===== src/rtl/mul_div_unit.sv =====
// rtl/mul_div_unit.sv - iterative RV32M multiply/divide unit with register-file write-back port
module mul_div_unit (
    input  logic        clk,
    input  logic        reset,
    input  logic        start,
    input  logic [2:0]  funct3,
    input  logic [31:0] operandA,
    input  logic [31:0] operandB,
    input  logic [4:0]  destRegister,
    output logic        busy,
    output logic        done,
    output logic [31:0] result,
    output logic [4:0]  writeRegister,
    output logic        regWrite
);
    typedef enum logic [1:0] {IDLE, CALC, DONE} state_t;
    state_t state_q, state_d;

    logic [2:0]  op_q;
    logic [31:0] divisor_q;
    logic [63:0] acc_q, acc_step;
    logic [4:0]  rd_q;
    logic [5:0]  cnt_q;
    logic        neg_q;
    logic        done_q, regwrite_q;
    logic [31:0] result_q;
    logic [4:0]  wreg_q;

    logic        a_signed, b_signed, div_zero, div_ovf, special, neg_d;
    logic [31:0] mag_a, mag_b, special_res;

    always_comb begin
        a_signed = (funct3 == 3'b001) || (funct3 == 3'b010) || (funct3 == 3'b100) || (funct3 == 3'b110);
        b_signed = (funct3 == 3'b001) || (funct3 == 3'b100) || (funct3 == 3'b110);
        mag_a = (a_signed && operandA[31]) ? (~operandA + 32'd1) : operandA;
        mag_b = (b_signed && operandB[31]) ? (~operandB + 32'd1) : operandB;
        // remainder takes the dividend's sign; everything else the XOR of signed operands
        neg_d = (funct3 == 3'b110) ? operandA[31]
                                   : ((a_signed & operandA[31]) ^ (b_signed & operandB[31]));
        div_zero = funct3[2] && (operandB == 32'd0);
        div_ovf  = funct3[2] && !funct3[0] && (operandA == 32'h8000_0000) && (operandB == 32'hFFFF_FFFF);
        special  = div_zero || div_ovf;
        if (div_zero)
            special_res = funct3[1] ? operandA : 32'hFFFF_FFFF;
        else
            special_res = funct3[1] ? 32'd0 : 32'h8000_0000;
    end

    // acc_q holds {partial product, multiplier} or {remainder, dividend/quotient}
    logic [32:0] mul_sum;
    logic [33:0] trial;
    logic [63:0] prod_fix;
    logic [31:0] quot_fix, rem_fix, final_res;

    always_comb begin
        mul_sum = {1'b0, acc_q[63:32]} + (acc_q[0] ? {1'b0, divisor_q} : 33'd0);
        trial   = {1'b0, acc_q[63:31]} - {2'b00, divisor_q};
        if (!op_q[2])
            acc_step = {mul_sum, acc_q[31:1]};
        else if (!trial[33])
            acc_step = {trial[31:0], acc_q[30:0], 1'b1};
        else
            acc_step = {acc_q[62:0], 1'b0};
        prod_fix = neg_q ? (~acc_step + 64'd1) : acc_step;
        quot_fix = neg_q ? (~acc_step[31:0] + 32'd1) : acc_step[31:0];
        rem_fix  = neg_q ? (~acc_step[63:32] + 32'd1) : acc_step[63:32];
        case (op_q)
            3'b000:                 final_res = prod_fix[31:0];
            3'b001, 3'b010, 3'b011: final_res = prod_fix[63:32];
            3'b100, 3'b101:         final_res = quot_fix;
            default:                final_res = rem_fix;
        endcase
    end

    always_comb begin
        state_d = state_q;
        case (state_q)
            IDLE:    if (start) state_d = special ? DONE : CALC;
            CALC:    if (cnt_q == 6'd31) state_d = DONE;
            DONE:    state_d = IDLE;
            default: state_d = IDLE;
        endcase
    end

    always_ff @(posedge clk) begin
        if (reset)
            state_q <= IDLE;
        else
            state_q <= state_d;
    end

    always_ff @(posedge clk) begin
        if (reset) begin
            op_q       <= 3'd0;
            divisor_q  <= 32'd0;
            acc_q      <= 64'd0;
            rd_q       <= 5'd0;
            cnt_q      <= 6'd0;
            neg_q      <= 1'b0;
            done_q     <= 1'b0;
            regwrite_q <= 1'b0;
            result_q   <= 32'd0;
            wreg_q     <= 5'd0;
        end else begin
            done_q     <= 1'b0;
            regwrite_q <= 1'b0;
            if (state_q == IDLE && start) begin
                op_q      <= funct3;
                divisor_q <= mag_b;
                acc_q     <= {32'd0, mag_a};
                rd_q      <= destRegister;
                neg_q     <= neg_d;
                cnt_q     <= 6'd0;
                if (special) begin
                    result_q   <= special_res;
                    wreg_q     <= destRegister;
                    done_q     <= 1'b1;
                    regwrite_q <= (destRegister != 5'd0);
                end
            end else if (state_q == CALC) begin
                acc_q <= acc_step;
                cnt_q <= cnt_q + 6'd1;
                // last iteration: sign-fix the freshly computed value straight into result
                if (cnt_q == 6'd31) begin
                    result_q   <= final_res;
                    wreg_q     <= rd_q;
                    done_q     <= 1'b1;
                    regwrite_q <= (rd_q != 5'd0);
                end
            end
        end
    end

    assign busy          = (state_q != IDLE);
    assign done          = done_q;
    assign regWrite      = regwrite_q;
    assign result        = result_q;
    assign writeRegister = wreg_q;
endmodule

===== config.mk =====
export PLATFORM = sky130hd
export DESIGN_NAME = mul_div_unit
export DESIGN_NICKNAME = d
export VERILOG_FILES = /design/src/rtl/mul_div_unit.sv
export SDC_FILE = /design/constraint.sdc
export NUM_CORES = 1
export LEC_CHECK = 0
export CAP_MARGIN = 20
export CORE_MARGIN = 5
export CORE_UTILIZATION = 40
export DETAILED_ROUTE_END_ITERATION = 10
export GPL_ROUTABILITY_DRIVEN = 0
export HOLD_SLACK_MARGIN = 0.12
export SYNTH_ARGS = -nofsm -noshare
export SYNTH_HDL_FRONTEND = slang
export SYNTH_SLANG_ARGS = --single-unit

===== constraint.sdc =====
create_clock -name clk -period 7.6 [get_ports clk]
set_input_delay 1.52 -clock clk [delete_from_list [all_inputs] [get_ports clk]]
set_output_delay 1.52 -clock clk [all_outputs]
set_load 0.005 [all_outputs]

==> reports/results.tsv, run 1 <==
metric	value	unit
routed_wl	63700	um
cts_root_buffer	clkbuf_16	
status	finished, final reports clean	
cellPowerDensity	171	mW/mm^2
hold_end	result[5]	
async_reset_ff_share	0	%
fin_skew	0.0131	ns
fillers	3904	
grtUsageMet1	41.3	%
rsz0062_at_grt	false	
worst_setup_path_end_kind	flip-flop	
finalSetupViolations	0	
critPathMaxFanout	13	
relSlewSlack	23.8	%
via_per_inst	6.40	
fin_nets	2341	
syn_inst	2167	
cts_hold_buf	0	
area_delta_synth_final	13.6	%
max_slew.worst_pin.slew	1.14	ns
ys.flop_type	dfxtp_1	
whs_path_depth	2	
syn-num-nets	2314	
min_period_over_period	77.0	%
rows	71	
synth_edf_count	0	
grt_max_degree	87	
cts_max_path_buffers	2	
cts_setup_buffers	0	
synth_top_area_cell	dfxtp_1	
cap_violations	0	
fin_cells	2719	
grt.total_usage	29.1	%
ioPinCount	115	
dr.pass1.iters	6	
fin_crit	5.85	ns
path_class	in -> reg	
cp.required	7.94	ns
yosys_warnings	0	
dp_cells	2683	
grt_busiest_layer	met2	
r2r_setup_slack	1.92	ns
grt_overflow	0	
drc	0	
ys_types	93	
fp.dieW	206	um
syn_area_per_cell	7.10	sq um
worstHoldPathType	reg -> reg	
worstPathArrival	6.19	ns
drive_above_1_share	5.44	%
grt_use_met3	5.44	%
dp_hpwl	49400	um
start_kind	input pin	
cts_sinks	152	
vdd_drop_max	0.000175	V
fin_tns_setup	0	ns
die_y	206	um
ys_ff_latch	152	
netlist_area	0.0154	sq mm
final_cell_mix	nor2_1 (224), nand2_1 (223), a21oi_1 (223)	
yosysSeqAreaShare	19.8	%
final_common_cell	nor2_1	
drtAntennaViolNets	0	
cts_tree	done	
synth_area_leaders	dfxtp_1 (20%), a21oi_1 (7.3%), ha_1 (5.7%), xnor2_1 (5.5%), nor2_1 (5.5%)	
drtIter0Drc	2080	
met2_usage	44.4	%
reg2reg_from	divisor_q[0]	
grt_pass1_vias	15900	
grt_pass1_wl	96200	um
avgRoutedWirePerCell	23.4	um
drv_slew	0	
core_area	0.0378	sq mm
initial_core_util	40.7	%
vias	17400	
max_freq	171	MHz
rr_worst_depth	16	
rr_endpoint	result[27]	
antenna_found_initial	2	
numCtsBuffers	17	
hold_viol_final	0	
clkTransAtPathRegs	0.07	ns
synth_top_area_share	19.8	%
port_buffers	114	
hold_start	result[5]	
dieArea	0.0425	sq mm
cts.repair.resized	0	
cts_max_level	4	
leakagePower	6.31	nW
clkLatencyLatePin	0.46	ns
through the flow:
step	setup slack (ns)	instance area, sq um	util [%]	power [mW]	hold slack (ns)
final	1.75	17500	46.2	2.99	0.455
after CTS	1.85	17500	46.1	2.95	0.460
after floorplan	2.57	15400	-	1.67	0.440
after global routing	1.58	17500	46.2	3.11	0.480
after global placement	1.43	16800	44.5	2.06	0.442
after detailed placement	1.40	16900	44.6	2.07	0.451
layout make-up:
class | instances | area, sq um | share of cell area [%]
clock buffers | 19 | 453 | 2.59
inverters | 61 | 229 | 1.31
well taps | 511 | 639 | 3.66
repair buffers | 146 | 1400 | 8.02
diodes | 1 | 2.50 | 0.0143
flip-flops and latches | 152 | 3050 | 17.4
clock inverters | 13 | 134 | 0.765
multi-input cells | 1816 | 11600 | 66.2
logic make-up (layout without fill, tap and decap cells):
logic type / Yosys count / count (layout) / synth area share, %
buf+inv: 199 / 239 / 5.14
simple gates: 774 / 774 / 24.3
flops: 152 / 152 / 19.8
other cells: 0 / 1 / 0
fa+ha+maj: 72 / 72 / 5.95
compound gates: 753 / 753 / 32.1
xor+xnor: 169 / 169 / 9.62
mux: 48 / 48 / 3.15
sequential cells by signal, indices dropped and copies added, names as in the netlist:
| name | cells |
|---|---|
| writeRegister | 5 |
| rd_q | 5 |
| neg_q | 1 |
| result | 32 |
| divisor_q | 32 |
| op_q | 3 |
| cnt_q | 6 |
| done | 1 |
| regWrite | 1 |
| acc_q | 64 |
| state_q | 2 |
worst max-delay path, cell delays in order:
cell and delay, ns:
clkdlybuf4s50_1 0.56, or4_1 0.61, or3_1 0.38, nor4_1 0.42, nor2b_1 0.24, nand2b_1 0.10, nor4b_2 0.25, buf_4 0.25
o21bai_1 0.49, a21oi_2 0.38, buf_6 0.26, nor2_1 0.16, o2111ai_1 0.15, a21o_1 0.21, o32ai_1 0.11, a211oi_1 0.07
per-layer routing:
metal  wire (um)  part of all wire, %
met5          20                0.031
met4        2300                  3.6
met3        5780                  9.1
met2       27600                   43
met1       28000                   44
worst max-delay path by stage:
stage,from,to,depth (start not counted)
after floorplan,op_q[2],result[18],21
after global placement,operandB[20],result[20],14
after detailed placement,operandB[20],result[20],14
after CTS,operandB[20],result[20],14
after global routing,operandB[20],result[20],15
final,operandB[20],result[24],16
power breakdown:
group	switching [mW]	internal [mW]
logic	0.784	0.409
clock network	0.411	0.479
registers	0.0632	0.840
cell usage after synthesis (27+ instances only):
cell type	instances
o21ai_0	150
and2_1	45
o211ai_1	27
nor2_1	225
mux2i_1	45
clkbuf_1	101
dfxtp_1	152
ha_1	70
nor3_1	59
nand3_1	30
nand2_1	223
xor2_1	72
xnor2_1	97
inv_1	60
a211oi_1	62
nand4_1	41
or3_1	28
a21oi_1	224
Power figures use the tool's default switching activity.
==> inputs of run 2 (changes only) <==
clock period = 5.09 ns   (was 7.6 ns; I/O delays follow)
==> run 2 against run 1 <==
Critical path depth increased by 6. Final cell count increased by 5.5%. Count of clock-buffer cells in the layout decreased by 2. Final area increased by 7.2%.
==> reports/results.tsv, run 2 (synthesis gave the netlist of run 1 again) <==
metric	value	unit	change
status	finished, final reports clean		
max_stage_delay	0.40	ns	-0.21 ns
worstHoldPathType	reg -> reg		
finalSetupViolations	0		unchanged
fp.dieW	206	um	unchanged
ioPinCount	115		unchanged
grt_use_met3	7.44	%	+2.0 points
min_period_over_period	96.6	%	
intPower	2.68	mW	+55%
cellPowerDensity	250	mW/mm^2	+46%
start_kind	flip-flop		
grt.total_usage	30.4	%	+1.4 points
holdWs	0.481	ns	+0.0258 ns
path_class	reg -> reg		
cap_violations	0		unchanged
fin_nets	2491		+6.4%
whs_path_depth	2		unchanged
vias	18100		+4.0%
cp_num_buf_inv	3		unchanged
routed_wl	66500	um	+4.5%
fillers	3870		-0.87%
dieArea	0.0425	sq mm	unchanged
grt_max_degree	71		-18%
grt_pass1_wl	100000	um	+3.9%
area_delta_synth_final	21.8	%	
met2_usage	45.9	%	+1.5 points
dp_hpwl	52900	um	+7.1%
fin_skew	0.0122	ns	-0.000929 ns
drtIter0Drc	1970		-5.3%
sw_frac_of_total	42.8	%	+0.65 points
final_common_cell	nand2_1		
clkLatencyLatePin	0.46	ns	about the same
cp_slowest_cell	ha_1		
cts_hold_buf	0		unchanged
leakagePower	7.09	nW	+12%
regMostFlops	acc_q		
antenna_found_initial	2		unchanged
initial_core_util	40.7	%	unchanged
port_buffers	114		unchanged
avgRoutedWirePerCell	23.2	um	-0.94%
antenna_cells	0		-1
clkTransAtPathRegs	0.08	ns	about the same
via_per_inst	6.31		-1.4%
worstPathArrival	5.30	ns	-0.89 ns
max_slew.worst_pin.slew	1.17	ns	+0.0258 ns
drive_above_1_share	12.3	%	+6.9 points
dr.pass1.iters	5		-1
rr_worst_depth	22		+6
grt_overflow	0		unchanged
largest_reg_flops	64		unchanged
multiInputGateArea	0.0117	sq mm	+0.78%
regArea	0.00305	sq mm	about the same
power_frac_comb	43.0	%	+3.1 points
dp_cells	2836		+5.7%
cts_root_buffer	clkbuf_16		
core_area	0.0378	sq mm	unchanged
numCtsBuffers	17		unchanged
cts_tree	done		
switchingPower	2.00	mW	+59%
cp.required	5.47	ns	-2.47 ns
critPathMaxFanout	7		-6
vdd_drop_max	0.000272	V	+56%
cts_max_path_buffers	2		unchanged
drtAntennaViolNets	0		unchanged
worst_setup_path_end_kind	flip-flop		
cpLargestDelayFamily	compound AO/OA/AOI/OAI gates		
drc	0		unchanged
drv_slew	0		unchanged
preCtsSetupSlack	-0.0391	ns	-1.44 ns
hold_viol_final	0		unchanged
cts_sinks	152		unchanged
cts_setup_buffers	0		unchanged
fin_cells	2868		+5.5%
max_freq	203	MHz	
crit_path_frequent_cell	o21ai_0		
seqPwrFrac	28.5	%	-1.7 points
grt_pass1_vias	16600		+4.2%
cts_max_level	4		unchanged
rows	71		unchanged
p_clk_share	28.6	%	-1.2 points
fin_crit	4.92	ns	
grtUsageMet1	41.6	%	+0.33 points
relSlewSlack	21.0	%	-2.8 points
r2r_setup_slack	0.17	ns	-1.75 ns
crit_chain	inv_1 > ha_1 > a21oi_2 > o21a_1 > nand2b_2 > buf_4 > a311oi_2 > nor2_1 > nand2_1 > o21ai_0 > ha_2 > o2111ai_1 > nor4_2 > nand2_1 > buf_4 > nor2_1 > nand4_1 > o21ai_0 > xnor2_1 > o21ai_0 > o211ai_1 > a311oi_1		
critical_path_cell_count	22		+6
final.setup.worst_slack	0.172	ns	-1.57 ns
grt_busiest_layer	met2		
final_cell_mix	nand2_1 (223), nor2_1 (222), a21oi_1 (221)		
die_y	206	um	unchanged
## run 2: cell types whose count changed in the layout (fill, tap and decap cells not counted), sizes merged
cell | previous run | this run
diode | 1 | 0
clkbuf | 20 | 17
clkinvlp | 2 | 1
bufinv | 1 | 0
buf | 32 | 183
clkinv | 3 | 7
## run 2: final cells by class
class	count	area share (%)
flip-flops and latches	152	16.3
clock inverters	15	0.948
multi-input cells	1816	62.3
clock buffers	17	2.27
repair buffers	296	13.6
well taps	511	3.41
inverters	61	1.22
## run 2: worst paths after layout
check                             startpoint          to
worst min-delay path               result[6]   result[6]
worst max register to register  divisor_q[8]  result[16]
worst max-delay path            divisor_q[8]  result[16]
worst min register to register     result[6]   result[6]
## run 2: power by group through the flow
stage | clock [mW] | sequential (mW) | combinational (mW)
after global placement | 0 | 1.36 | 1.91
final | 1.34 | 1.33 | 2.01
after floorplan | 0 | 1.32 | 1.18
after detailed placement | 0 | 1.36 | 1.92
after global routing | 1.41 | 1.34 | 2.14
after CTS | 1.35 | 1.33 | 1.93
## run 2: stage by stage
| step | cell area (sq um) | power [mW] | utilization, % | setup TNS [ns] |
|---|---|---|---|---|
| 2_1_floorplan | 15400 | 2.50 | - | 0 |
| 3_3_place_gp | 18000 | 3.26 | 47.7 | 0 |
| 5_1_grt | 18700 | 4.89 | 49.5 | -0.106 |
| 6_report | 18700 | 4.69 | 49.5 | 0 |
| 3_5_place_dp | 18000 | 3.28 | 47.7 | -0.0391 |
| 4_1_cts | 18600 | 4.61 | 49.3 | 0 |
## run 2: tightest hold or removal path, stage by stage (launching register included)
cell and delay [ns]:
dfxtp_1 0.33, nand2_1 0.06, a21oi_1 0.05
## run 2: per-layer routing
metal,up-vias,share of wire [%]
met3,165,11
met2,977,43
met1,8564,42
li1,8385,-
met5,-,0.011
met4,2,4.5
## run 2: what timing repair did
action	CTS	global route
gates resized for setup	1	27
endpoints found under the setup margin	1	18
pin swaps	0	1
